[src/rtl/dma_cmd_pkg.sv]
// Shared types and constants for the DMA command loader: one-hot state
// encoding, register field window and loader error codes.
package dma_cmd_pkg;

  localparam int FIELD_LO = 1;
  localparam int FIELD_HI = 30;

  typedef enum logic [2:0] {
    S_IDLE    = 3'b001,
    S_COLLECT = 3'b010,
    S_COMMIT  = 3'b100
  } state_t;

  localparam logic [1:0] ERR_NONE  = 2'b00;
  localparam logic [1:0] ERR_OVF   = 2'b01;
  localparam logic [1:0] ERR_UNF   = 2'b10;
  localparam logic [1:0] ERR_ABORT = 2'b11;

endpackage

[src/rtl/dma_lsb_enc.sv]
// Lowest-set-bit encoder: position of the least significant 1 in mask plus an
// any-set flag. Purely combinational.
module dma_lsb_enc #(
  parameter int W = 30
) (
  input  logic [W-1:0] mask,
  output logic [4:0]   idx,
  output logic         any
);

  // Scan downward so the lowest set bit is the last one assigned.
  always_comb begin
    idx = '0;
    any = 1'b0;
    for (int i = W - 1; i >= 0; i--) begin
      if (mask[i]) begin
        idx = 5'(i);
        any = 1'b1;
      end
    end
  end

endmodule

[src/rtl/dma_cmd_loader.sv]
// Buffers descriptor words into a shadow bank keyed by the link header field
// mask, then commits them to the channel register file as ordered single writes.
module dma_cmd_loader #(
  parameter int FIELD_LO = dma_cmd_pkg::FIELD_LO,
  parameter int FIELD_HI = dma_cmd_pkg::FIELD_HI
) (
  input  logic        clk,
  input  logic        resetn,
  input  logic        hdr_valid,
  input  logic [31:0] link_header,
  input  logic        word_valid,
  input  logic [31:0] word_data,
  input  logic        cmd_done,
  input  logic        cmd_error,
  input  logic        err_clr,
  output logic        reg_wr_en,
  input  logic        reg_wr_ready,
  output logic [4:0]  reg_wr_idx,
  output logic [31:0] reg_wr_data,
  output logic        load_done,
  output logic        busy,
  output logic        ldr_err,
  output logic [1:0]  ldr_err_code
);
  import dma_cmd_pkg::*;

  localparam int         NF      = FIELD_HI - FIELD_LO + 1;
  localparam logic [4:0] IDX_OFS = 5'(FIELD_LO);

  state_t          state_q, state_d;
  logic [NF-1:0]   pending_q, pending_d;
  logic [NF-1:0]   filled_q, filled_d;
  logic [31:0]     shadow_q [NF];
  logic            load_done_q, load_done_d;
  logic            ldr_err_q;
  logic [1:0]      err_code_q;
  logic [NF-1:0]   hdr_mask;
  logic [4:0]      p_pos, f_pos;
  logic            p_any, f_any;
  logic            shadow_we;
  logic            err_set;
  logic [1:0]      err_new;
  logic            unused_hdr;

  assign hdr_mask   = link_header[FIELD_HI:FIELD_LO];
  assign unused_hdr = ^{link_header, f_any};

  dma_lsb_enc #(.W(NF)) u_pend_enc (.mask(pending_q), .idx(p_pos), .any(p_any));
  dma_lsb_enc #(.W(NF)) u_fill_enc (.mask(filled_q),  .idx(f_pos), .any(f_any));

  always_comb begin
    state_d     = state_q;
    pending_d   = pending_q;
    filled_d    = filled_q;
    load_done_d = 1'b0;
    shadow_we   = 1'b0;
    err_set     = 1'b0;
    err_new     = ERR_NONE;
    case (state_q)
      S_IDLE: begin
        if (hdr_valid && !cmd_error) begin
          pending_d = hdr_mask;
          filled_d  = '0;
          if (|hdr_mask) state_d = S_COLLECT;
          else           load_done_d = 1'b1;
        end
      end
      S_COLLECT: begin
        if (cmd_error) begin
          err_set = 1'b1;
          err_new = ERR_ABORT;
        end else if (hdr_valid) begin
          pending_d = hdr_mask;
          filled_d  = '0;
          if (!(|hdr_mask)) begin
            state_d     = S_IDLE;
            load_done_d = 1'b1;
          end
        end else begin
          if (word_valid) begin
            if (p_any) begin
              shadow_we          = 1'b1;
              pending_d[p_pos]   = 1'b0;
              filled_d[p_pos]    = 1'b1;
            end else begin
              err_set = 1'b1;
              err_new = ERR_OVF;
            end
          end
          // Completion is judged after the same-cycle word has been applied.
          if (cmd_done && !err_set) begin
            if (|pending_d) begin
              err_set = 1'b1;
              err_new = ERR_UNF;
            end else begin
              state_d = S_COMMIT;
            end
          end
        end
      end
      S_COMMIT: begin
        if (cmd_error) begin
          err_set = 1'b1;
          err_new = ERR_ABORT;
        end else if (reg_wr_ready) begin
          filled_d[f_pos] = 1'b0;
          if (filled_d == '0) begin
            state_d     = S_IDLE;
            load_done_d = 1'b1;
          end
        end
      end
      default: state_d = S_IDLE;
    endcase
    if (err_set) begin
      state_d   = S_IDLE;
      pending_d = '0;
      filled_d  = '0;
    end
  end

  always_ff @(posedge clk) begin
    if (!resetn) begin
      state_q     <= S_IDLE;
      pending_q   <= '0;
      filled_q    <= '0;
      load_done_q <= 1'b0;
      ldr_err_q   <= 1'b0;
      err_code_q  <= ERR_NONE;
    end else begin
      state_q     <= state_d;
      pending_q   <= pending_d;
      filled_q    <= filled_d;
      load_done_q <= load_done_d;
      // First error code sticks; a new error alongside err_clr replaces it.
      if (err_set && (!ldr_err_q || err_clr)) begin
        ldr_err_q  <= 1'b1;
        err_code_q <= err_new;
      end else if (err_clr) begin
        ldr_err_q  <= 1'b0;
        err_code_q <= ERR_NONE;
      end
    end
  end

  always_ff @(posedge clk) begin
    if (shadow_we) shadow_q[p_pos] <= word_data;
  end

  assign busy         = (state_q != S_IDLE);
  assign reg_wr_en    = (state_q == S_COMMIT);
  assign reg_wr_idx   = reg_wr_en ? (f_pos + IDX_OFS) : '0;
  assign reg_wr_data  = reg_wr_en ? shadow_q[f_pos] : '0;
  assign load_done    = load_done_q;
  assign ldr_err      = ldr_err_q;
  assign ldr_err_code = err_code_q;

endmodule

[config.mk]
export PLATFORM = sky130hd
export DESIGN_NAME = dma_cmd_loader
export DESIGN_NICKNAME = d
export VERILOG_FILES = /design/src/rtl/dma_cmd_pkg.sv /design/src/rtl/dma_lsb_enc.sv /design/src/rtl/dma_cmd_loader.sv
export SDC_FILE = /design/constraint.sdc
export NUM_CORES = 1
export LEC_CHECK = 0
export ABC_AREA = 1
export BUFFER_PORTS_ARGS = -buffer_cell sky130_fd_sc_hd__buf_2
export CORE_UTILIZATION = 50
export DETAILED_ROUTE_END_ITERATION = 16
export PLACE_DENSITY = 0.71
export SKIP_LAST_GASP = 1
export SLEW_MARGIN = 15
export SYNTH_ARGS = -nofsm -noshare
export SYNTH_HDL_FRONTEND = slang
export SYNTH_HIERARCHICAL = 1
export SYNTH_SLANG_ARGS = --single-unit
[constraint.sdc]
create_clock -name clk -period 4.25 [get_ports clk]
set_input_delay 1.275 -clock clk [delete_from_list [all_inputs] [get_ports clk]]
set_output_delay 1.275 -clock clk [all_outputs]
set_load 0.005 [all_outputs]
==> impl_metrics.py, run 1 <==
metrics = {
    "outcome": {
        "outcome": "finished with violations",
        "violations": "setup timing",
    },
    "global_route": {
        "grt_overflow": 0,
        "grt_pass1_wl_um": 171000,
        "antenna_found_initial": 3,
        "grt_max_degree": 90,
        "grt_pass1_vias": 28300,
        "grt_usage_pct": 26.7,
    },
    "placement": {
        "gp_congestion": 0.893,
        "dpl_cell_area_mm2": 0.0460,
        "numPortBuffers": 112,
        "dp_cells": 4778,
        "dp_hpwl_um": 64100,
    },
    "yosys": {
        "synthCells": 3548,
        "yosys_warnings": 6,
        "synth_area_mm2": 0.0419,
        "syn_nets": 3624,
        "avgSynthCellArea_um2": 11.8,
    },
    "worst_setup_path": {
        "path_class": "reg -> out",
        "worst-endpoint-required_ps": 2970,
        "end_kind": "output port",
        "reg2reg_depth": 46,
        "critical_path_buf_inv_count": 7,
        "reg2reg_setup_slack_ps": -30,
        "cp-start-kind": "flop",
        "worstPathMaxFanout": 10,
        "reg2reg_to": "state_q[2]",
        "r2r-start": "filled_q[28]",
        "worstSetupPathDepth": 40,
        "crit_top_cell": "nand2_1",
        "cp_top_family": "simple AND/OR/NAND/NOR gates",
        "cpPeakStageDelay_ps": 310,
        "crit_slowest_cell": "dfxtp_1",
        "worstPathArrival_ps": 4300,
    },
    "power_and_ir_drop": {
        "power_density_mw_per_mm2": 445,
        "p_leak_nw": 17.4,
        "ir_worst_vdd_v": 0.000373,
    },
    "finish": {
        "final_common_cell": "edfxtp_1",
        "fin_nets": 3920,
        "finalNonFillerCells": 4999,
        "layout-drive-gt1-share_pct": 17.6,
        "final_cell_area_mm2": 0.0504,
        "layout_common_cells": "edfxtp_1 (960), nor2_1 (537), nand2_1 (501)",
        "synthToLayoutAreaGrowth_pct": 20.3,
    },
    "clock_network": {
        "clock_latency_ps": 670,
        "cts.reportedPaths.clkPinSlew_ps": 60,
        "numCtsBuffers": 102,
        "cts_tree": "built",
        "root_buffer": "clkbuf_16",
        "holdBufCountCts": 0,
        "cts.path.max_buffers": 3,
        "ctsHtreeMaxLevel": 3,
        "cts_sinks": 1027,
    },
    "floorplanning": {
        "die_y_um": 292,
        "die_area_mm2": 0.0850,
        "die_w_um": 292,
        "core-area_mm2": 0.0825,
        "initial_core_util_pct": 50.8,
        "rows": 105,
        "io_pins": 115,
    },
    "route": {
        "drt_iter0_markers": 3392,
        "drcViolationCount": 0,
        "vias_per_cell": 6.00,
        "vias": 30000,
        "drt_first_pass_iters": 5,
        "routedWlPerCell_um": 23.2,
        "drtAntennaViolNets": 0,
        "drt_wl_total_um": 116000,
    },
    "sta": {
        "tightest_slew_ps": 983,
        "drv_slew": 0,
        "hold_viol_final": 0,
        "period_share_pct": 131,
        "skew_ps": 18.5,
        "rsz0062_at_grt": "yes",
        "fin_ws_ps": -1330,
        "fin_crit_ps": 5580,
        "fmax_mhz": 179,
        "slew_headroom_pct": 34.4,
        "setup_viol": 39,
    },
    "flow_run": {
        "drv_cap": 0,
    },
    "min_path": {
        "hold_depth": 2,
        "whs_endpoint": "ldr_err_code[0]",
        "min_from": "ldr_err_code[0]",
        "min_path_type": "reg -> reg",
    },
}
power by group:
| group | total [mW] | leakage (nW) | switching (mW) | internal [mW] |
|---|---|---|---|---|
| Clock | 8.70 | 1.58 | 3.78 | 4.93 |
| Sequential | 11.3 | 9.17 | 0.123 | 11.2 |
| Combinational | 2.42 | 6.61 | 1.77 | 0.656 |
| Total | 22.4 | 17.4 | 5.67 | 16.8 |
area by class of cell:
| cell class | instances | area, um^2 |
|---|---|---|
| Antenna cell | 2 | 5.00 |
| Clock buffer | 133 | 2750 |
| Clock inverter | 54 | 454 |
| Fill cell | 6134 | 32100 |
| Inverter | 115 | 453 |
| Multi-Input combinational cell | 2187 | 11000 |
| Sequential cell | 1027 | 30200 |
| Tap cell | 1070 | 1340 |
| Timing Repair Buffer | 410 | 4190 |
| Timing Repair inverter | 1 | 11.3 |
what timing repair did:
item / in CTS / in global routing
pin swaps: 47 / 15
setup buffers: 14 / 6
endpoints found under the setup margin: 40 / 104
cloned: 10 / 3
gates resized for setup: 148 / 34
worst register-to-register path: cells and delay by family (launching register included):
family                     cells  cell delay [ps]
AOI/OAI and AO/OA              4              740
DFF                            1              310
adders and majority gates      1              150
and+or+nand+nor               34             2110
buffers and inverters          7              860
metrics by stage:
stage / hold slack [ps] / setup slack, ps / TNS [ps] / power [mW] / utilization (%)
floorplan: 459 / -13.5 / -26.9 / 13.1 / -
global placement: 467 / -683 / -19530 / 13.8 / 55.8
detailed placement: 466 / -653 / -18260 / 13.9 / 55.8
CTS: 474 / -1260 / -42100 / 22.4 / 60.8
global route: 507 / -1660 / -73610 / 23.1 / 61.1
finish: 473 / -1330 / -41890 / 22.4 / 61.1
state kept, by name (all words and copies together), names as in the netlist:
| signal | cells |
|---|---|
| shadow_q | 960 |
| ldr_err | 1 |
| filled_q | 30 |
| load_done | 1 |
| state_q | 3 |
| ldr_err_code | 2 |
| pending_q | 30 |
how the worst max path moves through the flow:
stage | startpoint | slack [ps] | to
3_3_place_gp | filled_q[28] | -680 | reg_wr_data[20]
4_1_cts | filled_q[28] | -1260 | reg_wr_data[19]
2_1_floorplan | filled_q[28] | -10 | reg_wr_data[21]
5_1_grt | filled_q[28] | -1660 | reg_wr_data[21]
6_report | filled_q[28] | -1330 | reg_wr_data[20]
3_5_place_dp | filled_q[28] | -650 | reg_wr_data[20]
metal layers:
layer | GRT usage (%) | vias up | wire, um
li1 | - | 13600 | -
met1 | 36.4 | 14600 | 46000
met2 | 43.6 | 1592 | 55600
met3 | 4.08 | 263 | 10400
met4 | 9.37 | 2 | 3950
met5 | 0 | - | 13
No activity file was read; power rests on OpenSTA's default activity.
==> inputs of run 2 (changes only) <==
--- a/config.mk
+++ b/config.mk
@@ -9,8 +9,8 @@
 export BUFFER_PORTS_ARGS = -buffer_cell sky130_fd_sc_hd__buf_2
 export CORE_UTILIZATION = 50
 export DETAILED_ROUTE_END_ITERATION = 16
+export GPL_TIMING_DRIVEN = 0
 export PLACE_DENSITY = 0.71
-export SKIP_LAST_GASP = 1
 export SLEW_MARGIN = 15
 export SYNTH_ARGS = -nofsm -noshare
 export SYNTH_HDL_FRONTEND = slang
==> run 2 against run 1 <==
Clock-buffer cell count fell by 1. Combinational power increased by 45%. Global-route usage increased by 6.7 points. Maximum frequency decreased by 6.8%. Wire length is 26% higher. The run still ends with setup timing left. Highest routed layer unchanged. Clock power decreased by 1%. Critical endpoint is now reg_wr_data[12]. Cell count about the same. Worst hold slack barely moved. Critical path depth shrank 17. Clock skew is 19 ps higher. Register-to-register slack got worse by 570 ps. Die area unchanged.
==> impl_metrics.py, run 2 (synthesis results as in run 1) <==
metrics = {
    "worst_setup_path": {
        "worst-endpoint-required_ps": 2970,
        "crit_top_cell": "nand2_1",
        "worstSetupPathDepth": 23,
        "end_kind": "output port",
        "worstPathArrival_ps": 4710,
        "cp-start-kind": "flop",
        "crit_slowest_cell": "dfxtp_2",
        "path_class": "reg -> out",
        "cp_top_family": "compound AO/OA/AOI/OAI gates",
        "reg2reg_depth": 27,
        "crit_path_cell_trace": "nor2_1 > o311ai_0 > nand3_1 > nand2_1 > nand2_1 > nand2_1 > nand2_1 > nand2_1 > nand2_1 > nand2_1 > a21oi_1 > a211oi_4 > buf_4 > inv_1 > buf_4 > clkbuf_1 > o21ai_0 > o22ai_2 > a21oi_2 > nand3_2 > a221oi_4 > a31oi_2 > buf_2",
        "worstPathMaxFanout": 10,
        "critical_path_buf_inv_count": 5,
        "cpPeakStageDelay_ps": 360,
    },
    "clock_network": {
        "clock_latency_ps": 700,
        "root_buffer": "clkbuf_16",
        "holdBufCountCts": 0,
        "cts_sinks": 1027,
        "cts_tree": "built",
        "numCtsBuffers": 103,
        "ctsHtreeMaxLevel": 3,
        "cts.path.max_buffers": 3,
        "cts.reportedPaths.clkPinSlew_ps": 60,
    },
    "route": {
        "drtAntennaViolNets": 0,
        "drt_iter0_markers": 4822,
        "vias": 32300,
        "drt_first_pass_iters": 9,
        "vias_per_cell": 6.46,
        "routedWlPerCell_um": 29.3,
        "drt_wl_total_um": 147000,
        "drcViolationCount": 0,
    },
    "floorplanning": {
        "die_y_um": 292,
        "die_area_mm2": 0.0850,
        "core-area_mm2": 0.0825,
        "io_pins": 115,
        "die_w_um": 292,
        "rows": 105,
        "initial_core_util_pct": 50.8,
    },
    "global_route": {
        "grt_max_degree": 31,
        "grt_overflow": 0,
        "grt_usage_pct": 33.4,
        "grt_pass1_wl_um": 204000,
        "grt_pass1_vias": 30100,
        "antenna_found_initial": 2,
    },
    "finish": {
        "synthToLayoutAreaGrowth_pct": 23.5,
        "fillCellCount": 5953,
        "layout_common_cells": "edfxtp_1 (960), nor2_1 (473), nand2_1 (462)",
        "final_common_cell": "edfxtp_1",
        "top_register": "shadow_q",
        "final_cell_area_mm2": 0.0518,
        "diodes": 0,
        "fin_nets": 3932,
        "biggestRegsByFlops": "shadow_q x960, filled_q x30, pending_q x30",
        "largest_register_ffs": 960,
        "layout-drive-gt1-share_pct": 22.1,
    },
    "outcome": {
        "outcome": "finished with violations",
        "violations": "setup timing",
    },
    "sta": {
        "fin_crit_ps": 5990,
        "holdWs_ps": 473,
        "period_share_pct": 141,
        "drv_slew": 0,
        "setup_viol": 41,
        "fin_ws_ps": -1740,
        "tightest_slew_ps": 1260,
        "skew_ps": 37.7,
        "slew_headroom_pct": 16.0,
        "rsz0062_at_grt": "yes",
        "fmax_mhz": 167,
        "hold_viol_final": 0,
    },
    "power_and_ir_drop": {
        "ir_worst_vdd_v": 0.000444,
        "p_switching_mw": 6.50,
        "power_frac_comb_pct": 15.0,
        "sequentialPowerShare_pct": 48.4,
        "p_int_mw": 16.9,
        "power_density_mw_per_mm2": 452,
        "swShare_pct": 27.8,
        "p_leak_nw": 17.5,
        "pwr-share-clk_pct": 36.6,
    },
    "placement": {
        "dpl_cell_area_mm2": 0.0448,
        "dp_hpwl_um": 94500,
        "numPortBuffers": 112,
        "gp_congestion": 0.947,
        "place_ws_ps": -2420,
    },
    "flow_run": {
        "drv_cap": 0,
    },
    "min_path": {
        "hold_depth": 2,
        "min_path_type": "reg -> reg",
    },
}
-- run 2: cell count changes in the layout (fill, tap and decap cells not counted), sizes merged --
cell / before / now
buf: 398 / 250
nand3: 42 / 43
bufinv: 6 / 3
clkbuf: 137 / 303
bufbuf: 8 / 0
clkinvlp: 1 / 2
inv: 118 / 117
clkinv: 45 / 43
diode: 2 / 0
-- run 2: final timing paths --
path	startpoint	endpoint	slack, ps
worst max-delay path	filled_q[26]	reg_wr_data[12]	-1740
worst min-delay path	ldr_err_code[0]	ldr_err_code[0]	470
worst min register to register	ldr_err_code[0]	ldr_err_code[0]	470
worst max register to register	filled_q[26]	state_q[2]	-600
-- run 2: routing by layer --
metal,GRT usage [%],up-vias,wire length [um]
li1,-,13600,-
met1,42.4,15500,50700
met2,51.9,2678,66400
met3,8.53,542,19400
met4,19.6,4,10100
met5,0,-,15
-- run 2: worst min-delay path, cell delays in order (launching register included) --
cell     delay [ps]
dfxtp_1         310
nand3_1          70
a21oi_1          50
-- run 2: power groups by stage --
stage | registers (mW) | logic, mW | clock network, mW
finish | 11.3 | 3.50 | 8.57
global route | 11.3 | 3.70 | 8.92
CTS | 11.3 | 2.50 | 8.51
detailed placement | 11.5 | 2.47 | 0
global placement | 11.5 | 2.43 | 0
floorplan | 11.5 | 1.60 | 0
-- run 2: repair_timing --
action,CTS,global route
gates cloned,7,13
setup endpoints to repair,56,332
resized for setup,557,294
pin swaps,77,100
setup buffers,19,20
-- run 2: final cells by class --
class | instances | area (um^2) | area share, %
clock inverter | 50 | 377 | 0.728
buffer | 218 | 2070 | 4.00
sequential | 1027 | 30200 | 58.3
tap | 1070 | 1340 | 2.59
inverter | 115 | 452 | 0.873
timing repair buffer | 203 | 2150 | 4.16
clock buffer | 132 | 2730 | 5.27
multi-input combinational | 2188 | 12500 | 24.1
-- run 2: stage by stage --
stage | std cells | util, % | TNS [ps] | total power, mW
2_1_floorplan | 3548 | - | -26.9 | 13.1
3_3_place_gp | 4730 | 53.1 | -2096520 | 13.9
3_5_place_dp | 4764 | 54.3 | -130500 | 14.0
4_1_cts | 4972 | 61.0 | -55040 | 22.3
5_1_grt | 5003 | 62.7 | -66160 | 23.9
6_report | 5003 | 62.7 | -57930 | 23.4
